<file path="src/rtl/reg_bank_param_if.sv">
// rtl/reg_bank_param_if.sv - read/write/issue bus of the parametrised register bank
// Purpose: groups the decode-side read and issue signals and the writeback-side
//          write signals of reg_bank_param into one bundle.
// Signals: rd_en, rd_addr1/2 -> rd_data1/2 (registered), rd_busy1/2 (comb)
//          wr_en, wr_addr, wr_data (writeback), iss_en, iss_addr (dest reserve)
//          busy_cnt (registered popcount of busy bits)
interface reg_bank_param_if #(
    parameter int DATA_W = 32,
    parameter int ADDR_W = 4
);
    logic              rd_en;
    logic [ADDR_W-1:0] rd_addr1;
    logic [ADDR_W-1:0] rd_addr2;
    logic [DATA_W-1:0] rd_data1;
    logic [DATA_W-1:0] rd_data2;
    logic              rd_busy1;
    logic              rd_busy2;
    logic              wr_en;
    logic [ADDR_W-1:0] wr_addr;
    logic [DATA_W-1:0] wr_data;
    logic              iss_en;
    logic [ADDR_W-1:0] iss_addr;
    logic [ADDR_W:0]   busy_cnt;

    modport master (
        output rd_en, rd_addr1, rd_addr2, wr_en, wr_addr, wr_data, iss_en, iss_addr,
        input  rd_data1, rd_data2, rd_busy1, rd_busy2, busy_cnt
    );

    modport slave (
        input  rd_en, rd_addr1, rd_addr2, wr_en, wr_addr, wr_data, iss_en, iss_addr,
        output rd_data1, rd_data2, rd_busy1, rd_busy2, busy_cnt
    );
endinterface

</file>
<file path="src/rtl/reg_bank_param.sv">
// rtl/reg_bank_param.sv - DEPTH x DATA_W register file with bypass and busy scoreboard
// Purpose: two registered read ports, one synchronous write port with optional
//          write-to-read forwarding, and a per-register busy scoreboard used by
//          the control FSM to detect RAW hazards.
// Ports:   clk   - rising-edge clock
//          reset - asynchronous active-high reset
//          bus   - reg_bank_param_if slave modport (read, write, issue, status)
module reg_bank_param #(
    parameter int DATA_W    = 32,
    parameter int ADDR_W    = 4,
    parameter int INIT_STEP = 4,
    parameter int ZERO_REG  = 1,
    parameter int BYPASS    = 1
) (
    input  logic            clk,
    input  logic            reset,
    reg_bank_param_if.slave bus
);
    localparam int DEPTH = 1 << ADDR_W;

    logic [DATA_W-1:0] r_mem [DEPTH];
    logic [DEPTH-1:0]  r_busy;
    logic [DATA_W-1:0] r_rd_data1;
    logic [DATA_W-1:0] r_rd_data2;
    logic [ADDR_W:0]   r_busy_cnt;

    logic              w_wr_ok;
    logic [DEPTH-1:0]  w_busy_next;
    logic [ADDR_W:0]   w_busy_cnt;
    logic [DATA_W-1:0] w_rd_next1;
    logic [DATA_W-1:0] w_rd_next2;

    // A write to the hardwired zero register is dropped entirely, including
    // for forwarding purposes.
    assign w_wr_ok = bus.wr_en && !((ZERO_REG != 0) && (bus.wr_addr == '0));

    // Read-port next values: storage, then forwarded write data, then the
    // zero-register override, which has the final say.
    always_comb begin
        w_rd_next1 = r_mem[bus.rd_addr1];
        w_rd_next2 = r_mem[bus.rd_addr2];
        if ((BYPASS != 0) && w_wr_ok && (bus.wr_addr == bus.rd_addr1)) begin
            w_rd_next1 = bus.wr_data;
        end
        if ((BYPASS != 0) && w_wr_ok && (bus.wr_addr == bus.rd_addr2)) begin
            w_rd_next2 = bus.wr_data;
        end
        if ((ZERO_REG != 0) && (bus.rd_addr1 == '0)) begin
            w_rd_next1 = '0;
        end
        if ((ZERO_REG != 0) && (bus.rd_addr2 == '0)) begin
            w_rd_next2 = '0;
        end
    end

    // Clear by writeback first, then set by issue, so a same-cycle issue to
    // the register being written leaves it busy for the new producer.
    always_comb begin
        w_busy_next = r_busy;
        if (bus.wr_en) begin
            w_busy_next[bus.wr_addr] = 1'b0;
        end
        if (bus.iss_en) begin
            w_busy_next[bus.iss_addr] = 1'b1;
        end
        if (ZERO_REG != 0) begin
            w_busy_next[0] = 1'b0;
        end
    end

    // Count from the next-state vector so busy_cnt matches r_busy after the edge.
    always_comb begin
        w_busy_cnt = '0;
        for (int i = 0; i < DEPTH; i++) begin
            w_busy_cnt = w_busy_cnt + {{ADDR_W{1'b0}}, w_busy_next[i]};
        end
    end

    always_ff @(posedge clk or posedge reset) begin
        if (reset) begin
            for (int i = 0; i < DEPTH; i++) begin
                r_mem[i] <= DATA_W'(i * INIT_STEP);
            end
            r_busy     <= '0;
            r_rd_data1 <= '0;
            r_rd_data2 <= '0;
            r_busy_cnt <= '0;
        end else begin
            if (w_wr_ok) begin
                r_mem[bus.wr_addr] <= bus.wr_data;
            end
            if (bus.rd_en) begin
                r_rd_data1 <= w_rd_next1;
                r_rd_data2 <= w_rd_next2;
            end
            r_busy     <= w_busy_next;
            r_busy_cnt <= w_busy_cnt;
        end
    end

    assign bus.rd_data1 = r_rd_data1;
    assign bus.rd_data2 = r_rd_data2;
    // Busy lookup uses the current state only; this cycle's issue/write is not seen.
    assign bus.rd_busy1 = r_busy[bus.rd_addr1];
    assign bus.rd_busy2 = r_busy[bus.rd_addr2];
    assign bus.busy_cnt = r_busy_cnt;
endmodule

</file>
<file path="src/flat_wrapper.sv">
// flat-port wrapper written by rule: the top's interface ports become plain ports
module reg_bank_param_flat 
#(
    parameter int DATA_W    = 32,
    parameter int ADDR_W    = 4,
    parameter int INIT_STEP = 4,
    parameter int ZERO_REG  = 1,
    parameter int BYPASS    = 1
)
  (clk, reset, bus_rd_en, bus_rd_addr1, bus_rd_addr2, bus_wr_en, bus_wr_addr, bus_wr_data, bus_iss_en, bus_iss_addr, bus_rd_data1, bus_rd_data2, bus_rd_busy1, bus_rd_busy2, bus_busy_cnt);
  reg_bank_param_if #(.DATA_W(DATA_W), .ADDR_W(ADDR_W)) bus_i ();
  input  logic clk;
  input  logic reset;
  input wire logic [$bits(bus_i.rd_en)-1:0] bus_rd_en;
  input wire logic [$bits(bus_i.rd_addr1)-1:0] bus_rd_addr1;
  input wire logic [$bits(bus_i.rd_addr2)-1:0] bus_rd_addr2;
  input wire logic [$bits(bus_i.wr_en)-1:0] bus_wr_en;
  input wire logic [$bits(bus_i.wr_addr)-1:0] bus_wr_addr;
  input wire logic [$bits(bus_i.wr_data)-1:0] bus_wr_data;
  input wire logic [$bits(bus_i.iss_en)-1:0] bus_iss_en;
  input wire logic [$bits(bus_i.iss_addr)-1:0] bus_iss_addr;
  output wire logic [$bits(bus_i.rd_data1)-1:0] bus_rd_data1;
  output wire logic [$bits(bus_i.rd_data2)-1:0] bus_rd_data2;
  output wire logic [$bits(bus_i.rd_busy1)-1:0] bus_rd_busy1;
  output wire logic [$bits(bus_i.rd_busy2)-1:0] bus_rd_busy2;
  output wire logic [$bits(bus_i.busy_cnt)-1:0] bus_busy_cnt;
  assign bus_i.rd_en = bus_rd_en;
  assign bus_i.rd_addr1 = bus_rd_addr1;
  assign bus_i.rd_addr2 = bus_rd_addr2;
  assign bus_i.wr_en = bus_wr_en;
  assign bus_i.wr_addr = bus_wr_addr;
  assign bus_i.wr_data = bus_wr_data;
  assign bus_i.iss_en = bus_iss_en;
  assign bus_i.iss_addr = bus_iss_addr;
  assign bus_rd_data1 = bus_i.rd_data1;
  assign bus_rd_data2 = bus_i.rd_data2;
  assign bus_rd_busy1 = bus_i.rd_busy1;
  assign bus_rd_busy2 = bus_i.rd_busy2;
  assign bus_busy_cnt = bus_i.busy_cnt;
  reg_bank_param #(.DATA_W(DATA_W), .ADDR_W(ADDR_W), .INIT_STEP(INIT_STEP), .ZERO_REG(ZERO_REG), .BYPASS(BYPASS)) u_core (.clk(clk), .reset(reset), .bus(bus_i));
endmodule
</file>
<file path="config.mk">
export PLATFORM = sky130hd
export DESIGN_NAME = reg_bank_param_flat
export DESIGN_NICKNAME = d
export VERILOG_FILES = /design/src/rtl/reg_bank_param_if.sv /design/src/rtl/reg_bank_param.sv /design/src/flat_wrapper.sv
export SDC_FILE = /design/constraint.sdc
export NUM_CORES = 1
export LEC_CHECK = 0
export ABC_AREA = 0
export BUFFER_PORTS_ARGS = -buffer_cell sky130_fd_sc_hd__buf_2
export CAP_MARGIN = 20
export CELL_PAD_IN_SITES_DETAIL_PLACEMENT = 0
export CELL_PAD_IN_SITES_GLOBAL_PLACEMENT = 1
export CORE_ASPECT_RATIO = 0.5
export CORE_MARGIN = 2
export CORE_UTILIZATION = 52
export DETAILED_ROUTE_END_ITERATION = 8
export GPL_TIMING_DRIVEN = 0
export PLACE_DENSITY_LB_ADDON = 0.1
export SYNTH_ARGS = -nofsm -noshare
export SYNTH_HDL_FRONTEND = slang
export SYNTH_SLANG_ARGS = --single-unit
export TNS_END_PERCENT = 20
</file>
<file path="constraint.sdc">
create_clock -name clk -period 24.3 [get_ports clk]
set_clock_uncertainty 0.15 [all_clocks]
set_input_delay 4.86 -clock clk [delete_from_list [all_inputs] [get_ports clk]]
set_output_delay 4.86 -clock clk [all_outputs]
set_load 0.005 [all_outputs]
</file>
==> impl_metrics.py, run 1 <==
metrics = {
    "run_status": {
        "status": "finished clean",
    },
    "sta": {
        "hold_violations": 0,
        "period_needed_ns": 12.19,
        "slew_viol_final": 0,
        "finalCritPeriodShare_pct": 50.2,
        "worst_slack_ns": 12.11,
        "fmax_mhz": 82.0,
        "setup_viol": 0,
        "rsz0062_at_grt": "no",
        "tightest_slew_ns": 1.05,
        "relSlewSlack_pct": 29.9,
    },
    "synth": {
        "muxShareOfSynthArea_pct": 38.2,
        "synth_fa_ha_area_share_pct": 0.813,
        "syn_inst": 2297,
        "synth-compound-area-share_pct": 6.54,
        "synth_fp_nets": 2365,
        "synth_edf_count": 0,
        "synth_cell_type_count": 38,
        "synth_top_family_by_area": "multiplexers",
        "seq_area_frac_synth_pct": 47.7,
        "synth-async-reset-ratio_pct": 100,
        "netlist_area_um2": 31400,
        "ys_seq_elements": 596,
        "synth_xor_area_share_pct": 0.279,
        "synth.avg_cell_area_um2": 13.7,
        "yosys.area_share.simple_pct": 1.79,
        "synth_ff_type": "dfrtp_1",
        "yosysWarnings": 0,
    },
    "clock_network": {
        "numCtsBuffers": 56,
        "ctsResizeCount": 0,
        "cts_tree": "yes",
        "clock_latency_ns": 0.62,
        "cts_setup_buffers": 0,
        "root_buffer": "clkbuf_16",
        "cts_buffer_depth": 3,
        "clkTransAtPathRegs_ns": 0.06,
        "cts.sinks": 596,
        "h-tree-depth": 2,
        "cts_hold_buf": 0,
    },
    "setup_path": {
        "crit_buf_inv": 4,
        "cp_common_cell": "buf_2",
        "critPathLaunchType": "primary input",
        "cp.required_ns": 19.29,
        "crit_type": "primary input to primary output",
        "r2r_end": "u_core.bus.busy_cnt[4]",
        "crit_path_end_kind": "primary output",
        "cp_cell_sequence": "buf_2 > buf_2 > clkbuf_1 > nand2_1 > a21oi_1 > a211oi_1 > a21oi_1 > buf_2",
        "crit_slowest_cell": "clkbuf_1",
        "cp_max_fo": 10,
        "r2r_cells": 13,
        "crit_arrival_ns": 7.18,
        "crit_path_end": "bus_rd_busy2",
        "r2r-start": "u_core.r_busy[2]",
        "crit_family": "buffers and inverters",
        "cp.depth": 8,
        "startpoint": "bus_rd_addr2[0]",
        "r2r_slack_ns": 20.26,
        "cpPeakStageDelay_ns": 0.68,
    },
    "detailed_routing": {
        "drtAntennaViolNets": 0,
        "drc": 0,
        "firstDrtPassIters": 5,
        "routed_via_density": 6.43,
        "wirelength_um": 98400,
        "wl_per_cell_um": 29.5,
        "drt_iter0_markers": 1841,
        "vias": 21500,
    },
    "floorplan": {
        "ioPinCount": 124,
        "die_y_um": 178,
        "initial_core_util_pct": 52.8,
        "rows": 63,
        "core_um2": 59400,
        "die_area_um2": 62400,
        "die_w_um": 351,
    },
    "power_and_ir_drop": {
        "p_per_area_nw_per_um2": 86.6,
        "irDropWorstVdd_uv": 56.4,
        "fin_total_pwr_mw": 3.03,
        "p_leak_nw": 15.0,
    },
    "worst_hold_path": {
        "min_path_cells": 1,
        "hold_path_class": "register to register",
    },
    "placed_design": {
        "gp_congestion": 0.850,
        "io_buffers": 115,
        "place_ws_ns": 12.20,
        "hpwl_um": 67600,
    },
    "finish": {
        "nFillCells": 4920,
        "antenna_cells": 0,
        "final_layout_size_suffix_gt1_share_pct": 37.3,
        "syn2layout_area_growth_pct": 11.4,
        "nets": 2547,
    },
    "global_route": {
        "gr-usage-all-layers_pct": 32.2,
        "grt_pass1_vias": 21700,
        "overflow": 0,
        "grt_pass1_wl_um": 146000,
        "grt_max_degree": 127,
        "antenna_found_initial": 1,
    },
    "run": {
        "max_cap_violations": 0,
    },
}
==> kinds of logic after synthesis <==
kind of cell,count (synthesis)
AND/OR/NAND/NOR,123
buffers and inverters,327
multiplexers,874
AO/OA/AOI/OAI,352
flip-flops,596
adder cells (fa/ha/maj),15
XOR/XNOR,10
==> worst register-to-register path: cells and delay by family, from the launching register on <==
kind,cells,cell delay (ns)
buffers and inverters,3,0.19
adder cells (fa/ha/maj),7,2.82
flip-flops,1,0.41
AND/OR/NAND/NOR,1,0.13
AO/OA/AOI/OAI,2,0.30
==> registers in the layout, summed over array words and instances (netlist names) <==
signal / count
u_core.r_mem: 512
u_core.bus.rd_data1: 32
u_core.bus.rd_data2: 32
u_core.r_busy: 15
u_core.bus.busy_cnt: 5
==> how the worst min path moves through the flow <==
| stage | start | end | slack (ns) |
|---|---|---|---|
| after floorplan | u_core.r_mem[480] | u_core.r_mem[480] | 0.29 |
| after global placement | u_core.r_mem[497] | u_core.r_mem[497] | 0.31 |
| after detailed placement | u_core.r_mem[492] | u_core.r_mem[492] | 0.31 |
| after CTS | u_core.r_mem[497] | u_core.r_mem[497] | 0.33 |
| after global routing | u_core.r_mem[507] | u_core.r_mem[507] | 0.35 |
| final | u_core.r_mem[482] | u_core.r_mem[482] | 0.33 |
==> Yosys cell counts (all sizes together), types with 2 or more instances <==
cell,instances,area share [%]
a211oi,2,0.048
a21o,2,0.048
a21oi,6,0.096
and3,4,0.080
buf,124,2.3
clkbuf,121,1.4
dfrtp,564,45
dfstp,32,2.7
fa,9,0.57
ha,6,0.24
inv,82,0.98
mux2,610,22
mux2i,66,2.1
mux4,198,14
nand2,15,0.18
nand2b,8,0.16
nand3,6,0.096
nand3b,6,0.18
nor2,74,0.89
nor2b,4,0.080
nor3,4,0.064
o21ai,142,2.3
o22ai,192,3.8
o41a,2,0.072
xnor2,6,0.17
xor2,4,0.11
==> area by class of cell <==
cell class	instances	area, um^2	area share [%]
plain buffers	245	1170	3.36
clock buffers	88	1670	4.78
clock inverters	15	124	0.354
inverters	82	315	0.902
multi-input cells	1374	14900	42.7
flip-flops and latches	596	15000	42.8
well taps	812	1020	2.91
repair buffers	124	769	2.20
==> routing by layer <==
layer	global-route usage, %	vias to the layer above	part of all wire [%]
li1	-	8995	-
met1	46.8	11500	45
met2	48.6	767	44
met3	5.81	215	6.7
met4	12.1	4	4.0
met5	0	-	0.026
==> per-stage QoR <==
step,hold slack [ns],cell area (um^2),cells,utilization [%],setup TNS [ns]
2_1_floorplan,0.291,31400,2297,-,0
6_report,0.328,35000,3336,58.8,0
3_5_place_dp,0.314,33100,3231,55.8,0
3_3_place_gp,0.305,33000,3224,55.5,-2561.11
5_1_grt,0.351,35000,3336,58.8,0
4_1_cts,0.331,34900,3334,58.8,0
==> report_power, final <==
part,switching (mW),internal (mW),leakage (nW),total [mW]
combinational,0.340,0.428,6.81,0.769
clock,0.407,0.483,0.883,0.890
sequential,0.147,1.22,7.34,1.37
total,0.894,2.13,15.0,3.03
==> layout by cell type (no fill, tap or decap), types with 3 or more instances in the layout <==
master | Yosys | layout
nor2_1 | 74 | 74
nand2_1 | 15 | 15
ha_1 | 6 | 6
buf_2 | 108 | 223
buf_6 | 16 | 17
clkbuf_16 | 0 | 57
xnor2_1 | 6 | 6
fa_1 | 9 | 9
mux2i_1 | 66 | 66
nand3b_1 | 5 | 5
clkinv_2 | 0 | 9
mux2_1 | 235 | 235
buf_16 | 0 | 5
nor3_1 | 4 | 4
dfrtp_1 | 564 | 564
nand2b_1 | 8 | 8
o22ai_1 | 192 | 192
xor2_1 | 4 | 4
o21ai_0 | 118 | 118
buf_8 | 0 | 3
mux2_2 | 375 | 375
o21ai_1 | 24 | 24
mux4_2 | 198 | 198
clkbuf_8 | 0 | 13
nand3_1 | 6 | 6
clkbuf_1 | 121 | 139
and3_1 | 4 | 4
a21oi_1 | 6 | 6
nor2b_1 | 4 | 4
dfstp_2 | 32 | 32
inv_1 | 82 | 81
No activity file was read; power rests on OpenSTA's default activity.
==> inputs of run 2 (changes only) <==
--- a/config.mk
+++ b/config.mk
@@ -12,7 +12,7 @@
 export CELL_PAD_IN_SITES_GLOBAL_PLACEMENT = 1
 export CORE_ASPECT_RATIO = 0.5
 export CORE_MARGIN = 2
-export CORE_UTILIZATION = 52
+export CORE_UTILIZATION = 47
 export DETAILED_ROUTE_END_ITERATION = 8
 export GPL_TIMING_DRIVEN = 0
 export PLACE_DENSITY_LB_ADDON = 0.1
==> constraint.sdc (replaced) <==
create_clock -name clk -period 10.4 [get_ports clk]
set_clock_uncertainty 0.15 [all_clocks]
set_input_delay 2.08 -clock clk [delete_from_list [all_inputs] [get_ports clk]]
set_output_delay 2.08 -clock clk [all_outputs]
set_load 0.005 [all_outputs]
==> run 2 against run 1 <==
  * Design area is 2.1% higher
  * Routed wire length up 3.0%
  * Largest cell class unchanged
  * Largest power group unchanged
  * Clock power rose to 2.8 times the previous value
  * Flip-flop and latch count did not move
  * Global-route usage is 2.3 points lower
  * Non-clock buffer count rose by 13
  * Critical endpoint is now u_core.bus.busy_cnt[4]
  * First-iteration DRC count shrank 0.11%
  * Combinational power is 140% higher
  * Critical path type is now primary input to register
  * Hold slack about the same
==> impl_metrics.py, run 2 (same netlist as run 1, synthesis figures left out) <==
metrics = {
    "run_status": {
        "status": "finished clean",
    },
    "detailed_routing": {
        "wirelength_um": 101000,
        "routed_via_density": 6.19,
        "firstDrtPassIters": 5,
        "drt_iter0_markers": 1839,
        "drc": 0,
        "vias": 21200,
        "drtAntennaViolNets": 0,
        "wl_per_cell_um": 29.6,
    },
    "setup_path": {
        "r2r_slack_ns": 6.34,
        "crit_path_end_kind": "register",
        "cp_max_fo": 10,
        "cp.required_ns": 10.85,
        "startpoint": "bus_wr_addr[1]",
        "critPathLaunchType": "primary input",
        "crit_path_end": "u_core.bus.busy_cnt[4]",
        "cp_common_cell": "fa_1",
        "cp_cell_sequence": "buf_2 > nand2b_1 > nand2b_1 > clkbuf_1 > buf_2 > nand2_1 > o31ai_1 > ha_1 > inv_1 > fa_1 > fa_1 > inv_1 > fa_1 > fa_1 > ha_1 > inv_1 > fa_1 > nor2b_1 > o21a_1",
        "r2r_end": "u_core.bus.busy_cnt[4]",
        "r2r-start": "u_core.r_busy[2]",
        "crit_slowest_cell": "clkbuf_1",
        "crit_arrival_ns": 7.46,
        "crit_type": "primary input to register",
        "cpPeakStageDelay_ns": 0.69,
        "r2r_cells": 13,
    },
    "sta": {
        "relSlewSlack_pct": 27.4,
        "finalCritPeriodShare_pct": 67.5,
        "hold_violations": 0,
        "worst_slack_ns": 3.38,
        "period_needed_ns": 7.02,
        "setup_viol": 0,
        "tightest_slew_ns": 1.09,
        "fmax_mhz": 143,
        "rsz0062_at_grt": "no",
        "slew_viol_final": 0,
        "hold_ws_ns": 0.328,
    },
    "finish": {
        "nets": 2561,
        "final_layout_size_suffix_gt1_share_pct": 38.3,
        "largest_register_ffs": 512,
        "antenna_cells": 0,
        "syn2layout_area_growth_pct": 13.8,
        "layout.cells.non_filler": 3426,
        "final_common_cell": "dfrtp_1",
        "nFillCells": 5608,
        "largest-register": "u_core.r_mem",
        "layout_common_cells": "dfrtp_1 (564), mux2_2 (375), mux2_1 (235)",
    },
    "power_and_ir_drop": {
        "fin_total_pwr_mw": 7.52,
        "p_leak_nw": 15.3,
        "irDropWorstVdd_uv": 131,
        "p_per_area_nw_per_um2": 210,
    },
    "placed_design": {
        "hpwl_um": 70800,
        "dp.cells": 3318,
        "gp_congestion": 0.850,
        "io_buffers": 115,
        "place_ws_ns": 2.80,
    },
    "global_route": {
        "grt_max_degree": 41,
        "overflow": 0,
        "gr-usage-all-layers_pct": 29.9,
        "grt_pass1_wl_um": 150000,
        "antenna_found_initial": 2,
        "grt_pass1_vias": 21800,
    },
    "floorplan": {
        "die_y_um": 187,
        "rows": 66,
        "initial_core_util_pct": 47.9,
        "ioPinCount": 124,
        "die_w_um": 369,
        "die_area_um2": 69000,
        "core_um2": 65500,
    },
    "worst_hold_path": {
        "hold_path_class": "register to register",
    },
    "clock_network": {
        "clkTransAtPathRegs_ns": 0.07,
        "cts_hold_buf": 0,
        "cts_tree": "yes",
        "root_buffer": "clkbuf_16",
        "cts.sinks": 596,
        "numCtsBuffers": 57,
        "cts_buffer_depth": 3,
        "clock_latency_ns": 0.65,
        "h-tree-depth": 2,
        "ctsResizeCount": 0,
        "cts_setup_buffers": 0,
    },
    "run": {
        "max_cap_violations": 0,
    },
}
## run 2: cell types whose count changed in the layout (fill, tap and decap cells not counted), sizes merged
cell      before  now
buf          248  261
bufinv         1   17
clkbuf       209  192
clkinv        10   14
clkinvlp       2    6
inv           84   82
## run 2: critical path: cells and delay by family
| family | cells | cell delay (ns) |
|---|---|---|
| fa+ha+maj | 7 | 2.84 |
| buf+inv | 6 | 1.66 |
| compound gates | 2 | 0.22 |
| simple gates | 4 | 0.63 |
## run 2: layer usage
metal	share of wire, %	track usage (%)	up-vias
met5	0.0069	0	-
met4	3.7	10.6	2
met3	6.0	5.19	202
met2	44	44.2	665
met1	47	44.4	11300
li1	-	-	9000
## run 2: final cells by class
class	instances	area [um^2]	share of cell area [%]
clock buffers	71	1600	4.48
multi-input cells	1374	14900	41.8
well taps	884	1110	3.10
inverters	82	312	0.872
plain buffers	245	1170	3.29
clock inverters	37	631	1.77
repair buffers	137	996	2.79
flip-flops and latches	596	15000	41.9
## run 2: worst min path at each step
stage                      start           endpoint  slack (ns)  cells past startpoint
2_1_floorplan  u_core.r_mem[480]  u_core.r_mem[480]        0.29                      1
3_3_place_gp   u_core.r_mem[509]  u_core.r_mem[509]        0.30                      1
3_5_place_dp   u_core.r_mem[500]  u_core.r_mem[500]        0.31                      1
4_1_cts        u_core.r_mem[497]  u_core.r_mem[497]        0.33                      1
5_1_grt        u_core.r_mem[497]  u_core.r_mem[497]        0.35                      1
6_report       u_core.r_mem[503]  u_core.r_mem[503]        0.33                      1
## run 2: per-stage QoR
| stage | TNS (ns) | instance area [um^2] | util [%] |
|---|---|---|---|
| detailed placement | 0 | 33500 | 51.1 |
| global placement | -2159.69 | 33100 | 50.5 |
| global route | 0 | 35700 | 54.5 |
| CTS | 0 | 35700 | 54.5 |
| finish | 0 | 35700 | 54.5 |
| floorplan | 0 | 31400 | - |
## run 2: report_power, final
group / internal, mW / switching (mW) / leakage (nW) / total, mW
combinational: 1.01 / 0.804 / 6.91 / 1.81
clock: 1.51 / 1.00 / 1.09 / 2.52
sequential: 2.85 / 0.335 / 7.34 / 3.19
==> inputs of run 3 (changes only) <==
==> constraint.sdc (replaced) <==
create_clock -name clk -period 6.3 [get_ports clk]
set_clock_uncertainty 0.15 [all_clocks]
set_input_delay 1.26 -clock clk [delete_from_list [all_inputs] [get_ports clk]]
set_output_delay 1.26 -clock clk [all_outputs]
set_load 0.005 [all_outputs]
==> run 3 against run 2 <==
  * Critical path depth fell by 1
  * Via count increased by 0.33%
  * Global-route usage unchanged
  * Largest power group unchanged
  * Routed wire length rose by 0.18%
  * Highest routed layer unchanged
==> impl_metrics.py, run 3 (same netlist as run 1, synthesis figures left out) <==
metrics = {
    "run_status": {
        "status": "finished clean",
    },
    "worst_hold_path": {
        "min_path_cells": 1,
        "min-delay-start": "u_core.r_mem[503]",
        "hold_path_class": "register to register",
        "holdPathEnd": "u_core.r_mem[503]",
    },
    "setup_path": {
        "crit_type": "primary input to register",
        "cp.required_ns": 6.75,
        "cp_max_fo": 10,
        "r2r_cells": 13,
        "crit_arrival_ns": 6.48,
        "crit_path_end_kind": "register",
        "r2r_slack_ns": 2.25,
        "critPathLaunchType": "primary input",
        "cpPeakStageDelay_ns": 0.65,
        "cp_common_cell": "fa_1",
        "r2r_end": "u_core.bus.busy_cnt[4]",
        "crit_slowest_cell": "nand2b_1",
        "cp_cell_sequence": "buf_2 > nand2b_1 > nand2b_1 > buf_2 > nand2_1 > o31ai_1 > ha_1 > inv_1 > fa_1 > fa_1 > inv_1 > fa_1 > fa_1 > ha_1 > inv_1 > fa_1 > nor2b_1 > o21a_1",
        "r2r-start": "u_core.r_busy[2]",
    },
    "finish": {
        "largest_register_ffs": 512,
        "syn2layout_area_growth_pct": 13.8,
        "layout_common_cells": "dfrtp_1 (564), mux2_2 (375), mux2_1 (235)",
        "nets": 2560,
        "final_common_cell": "dfrtp_1",
        "nFillCells": 5610,
        "largest-register": "u_core.r_mem",
        "final_layout_size_suffix_gt1_share_pct": 38.3,
        "antenna_cells": 0,
        "fin_util_pct": 54.5,
        "fin_area_um2": 35700,
    },
    "global_route": {
        "overflow": 0,
        "antenna_found_initial": 2,
        "grt_pass1_vias": 21800,
        "grt_pass1_wl_um": 150000,
        "grt_max_degree": 41,
        "gr-usage-all-layers_pct": 29.9,
    },
    "sta": {
        "setup_viol": 0,
        "fmax_mhz": 166,
        "slew_viol_final": 0,
        "hold_violations": 0,
        "tightest_slew_ns": 1.12,
        "relSlewSlack_pct": 25.6,
        "rsz0062_at_grt": "no",
        "worst_slack_ns": 0.271,
        "finalCritPeriodShare_pct": 95.7,
        "hold_ws_ns": 0.327,
        "period_needed_ns": 6.03,
    },
    "placed_design": {
        "placed_cell_area_um2": 33500,
        "place_ws_ns": -0.480,
        "hpwl_um": 70800,
        "io_buffers": 115,
        "gp_congestion": 0.850,
    },
    "floorplan": {
        "rows": 66,
        "ioPinCount": 124,
        "core_um2": 65500,
        "initial_core_util_pct": 47.9,
        "die_w_um": 369,
        "die_area_um2": 69000,
        "die_y_um": 187,
    },
    "detailed_routing": {
        "routed_via_density": 6.21,
        "firstDrtPassIters": 5,
        "drt_iter0_markers": 1800,
        "wl_per_cell_um": 29.6,
        "vias": 21300,
        "drc": 0,
        "drtAntennaViolNets": 0,
        "wirelength_um": 102000,
    },
    "power_and_ir_drop": {
        "p_per_area_nw_per_um2": 348,
        "p_leak_nw": 15.3,
        "irDropWorstVdd_uv": 217,
        "fin_total_pwr_mw": 12.4,
    },
    "clock_network": {
        "cts_tree": "yes",
        "h-tree-depth": 2,
        "numCtsBuffers": 57,
        "clock_latency_ns": 0.65,
        "clkTransAtPathRegs_ns": 0.07,
        "ctsResizeCount": 0,
        "cts_setup_buffers": 0,
        "cts_hold_buf": 0,
        "cts.sinks": 596,
        "root_buffer": "clkbuf_16",
        "cts_buffer_depth": 3,
    },
    "run": {
        "max_cap_violations": 0,
    },
}
[run 3: changes by cell type in the layout (fill, tap and decap cells not counted), sizes merged]
cell    change
clkbuf      -1
[run 3: critical path: cells and delay by family]
family	cells	cell delay [ns]
compound gates	2	0.23
buf+inv	5	0.98
simple gates	4	1.14
fa+ha+maj	7	2.85
[run 3: area by class of cell]
class | instances | area (um^2) | share of cell area (%)
inverter | 82 | 312 | 0.872
clock inverter | 37 | 631 | 1.77
buffer | 244 | 1170 | 3.28
clock buffer | 71 | 1600 | 4.48
sequential | 596 | 15000 | 41.9
timing repair buffer | 137 | 996 | 2.79
multi-input combinational | 1374 | 14900 | 41.8
tap | 884 | 1110 | 3.10
[run 3: metal layers]
layer | up-vias | wire (um) | track usage, %
li1 | 9011 | - | -
met1 | 11400 | 47100 | 44.4
met2 | 688 | 44400 | 44.2
met3 | 210 | 6260 | 5.19
met4 | 2 | 3790 | 10.6
met5 | - | 7 | 0
[run 3: how the worst max path moves through the flow]
stage	startpoint	end
after floorplan	reset	u_core.bus.busy_cnt[0]
after global placement	reset	u_core.r_mem[290]
after detailed placement	bus_wr_addr[1]	u_core.bus.busy_cnt[4]
after CTS	bus_wr_addr[1]	u_core.bus.busy_cnt[4]
after global routing	bus_wr_addr[1]	u_core.bus.busy_cnt[4]
final	bus_wr_addr[1]	u_core.bus.busy_cnt[4]
[run 3: stage by stage]
stage / instances / setup TNS, ns
finish: 3425 / 0
global route: 3425 / 0
CTS: 3426 / 0
detailed placement: 3318 / -1.64
global placement: 3296 / -4116.37
floorplan: 2297 / -1840.87
[run 3: report_power, final]
| group | leakage (nW) | internal, mW | switching, mW |
|---|---|---|---|
| clock network | 1.09 | 2.50 | 1.66 |
| registers | 7.34 | 4.71 | 0.553 |
| logic | 6.91 | 1.66 | 1.33 |
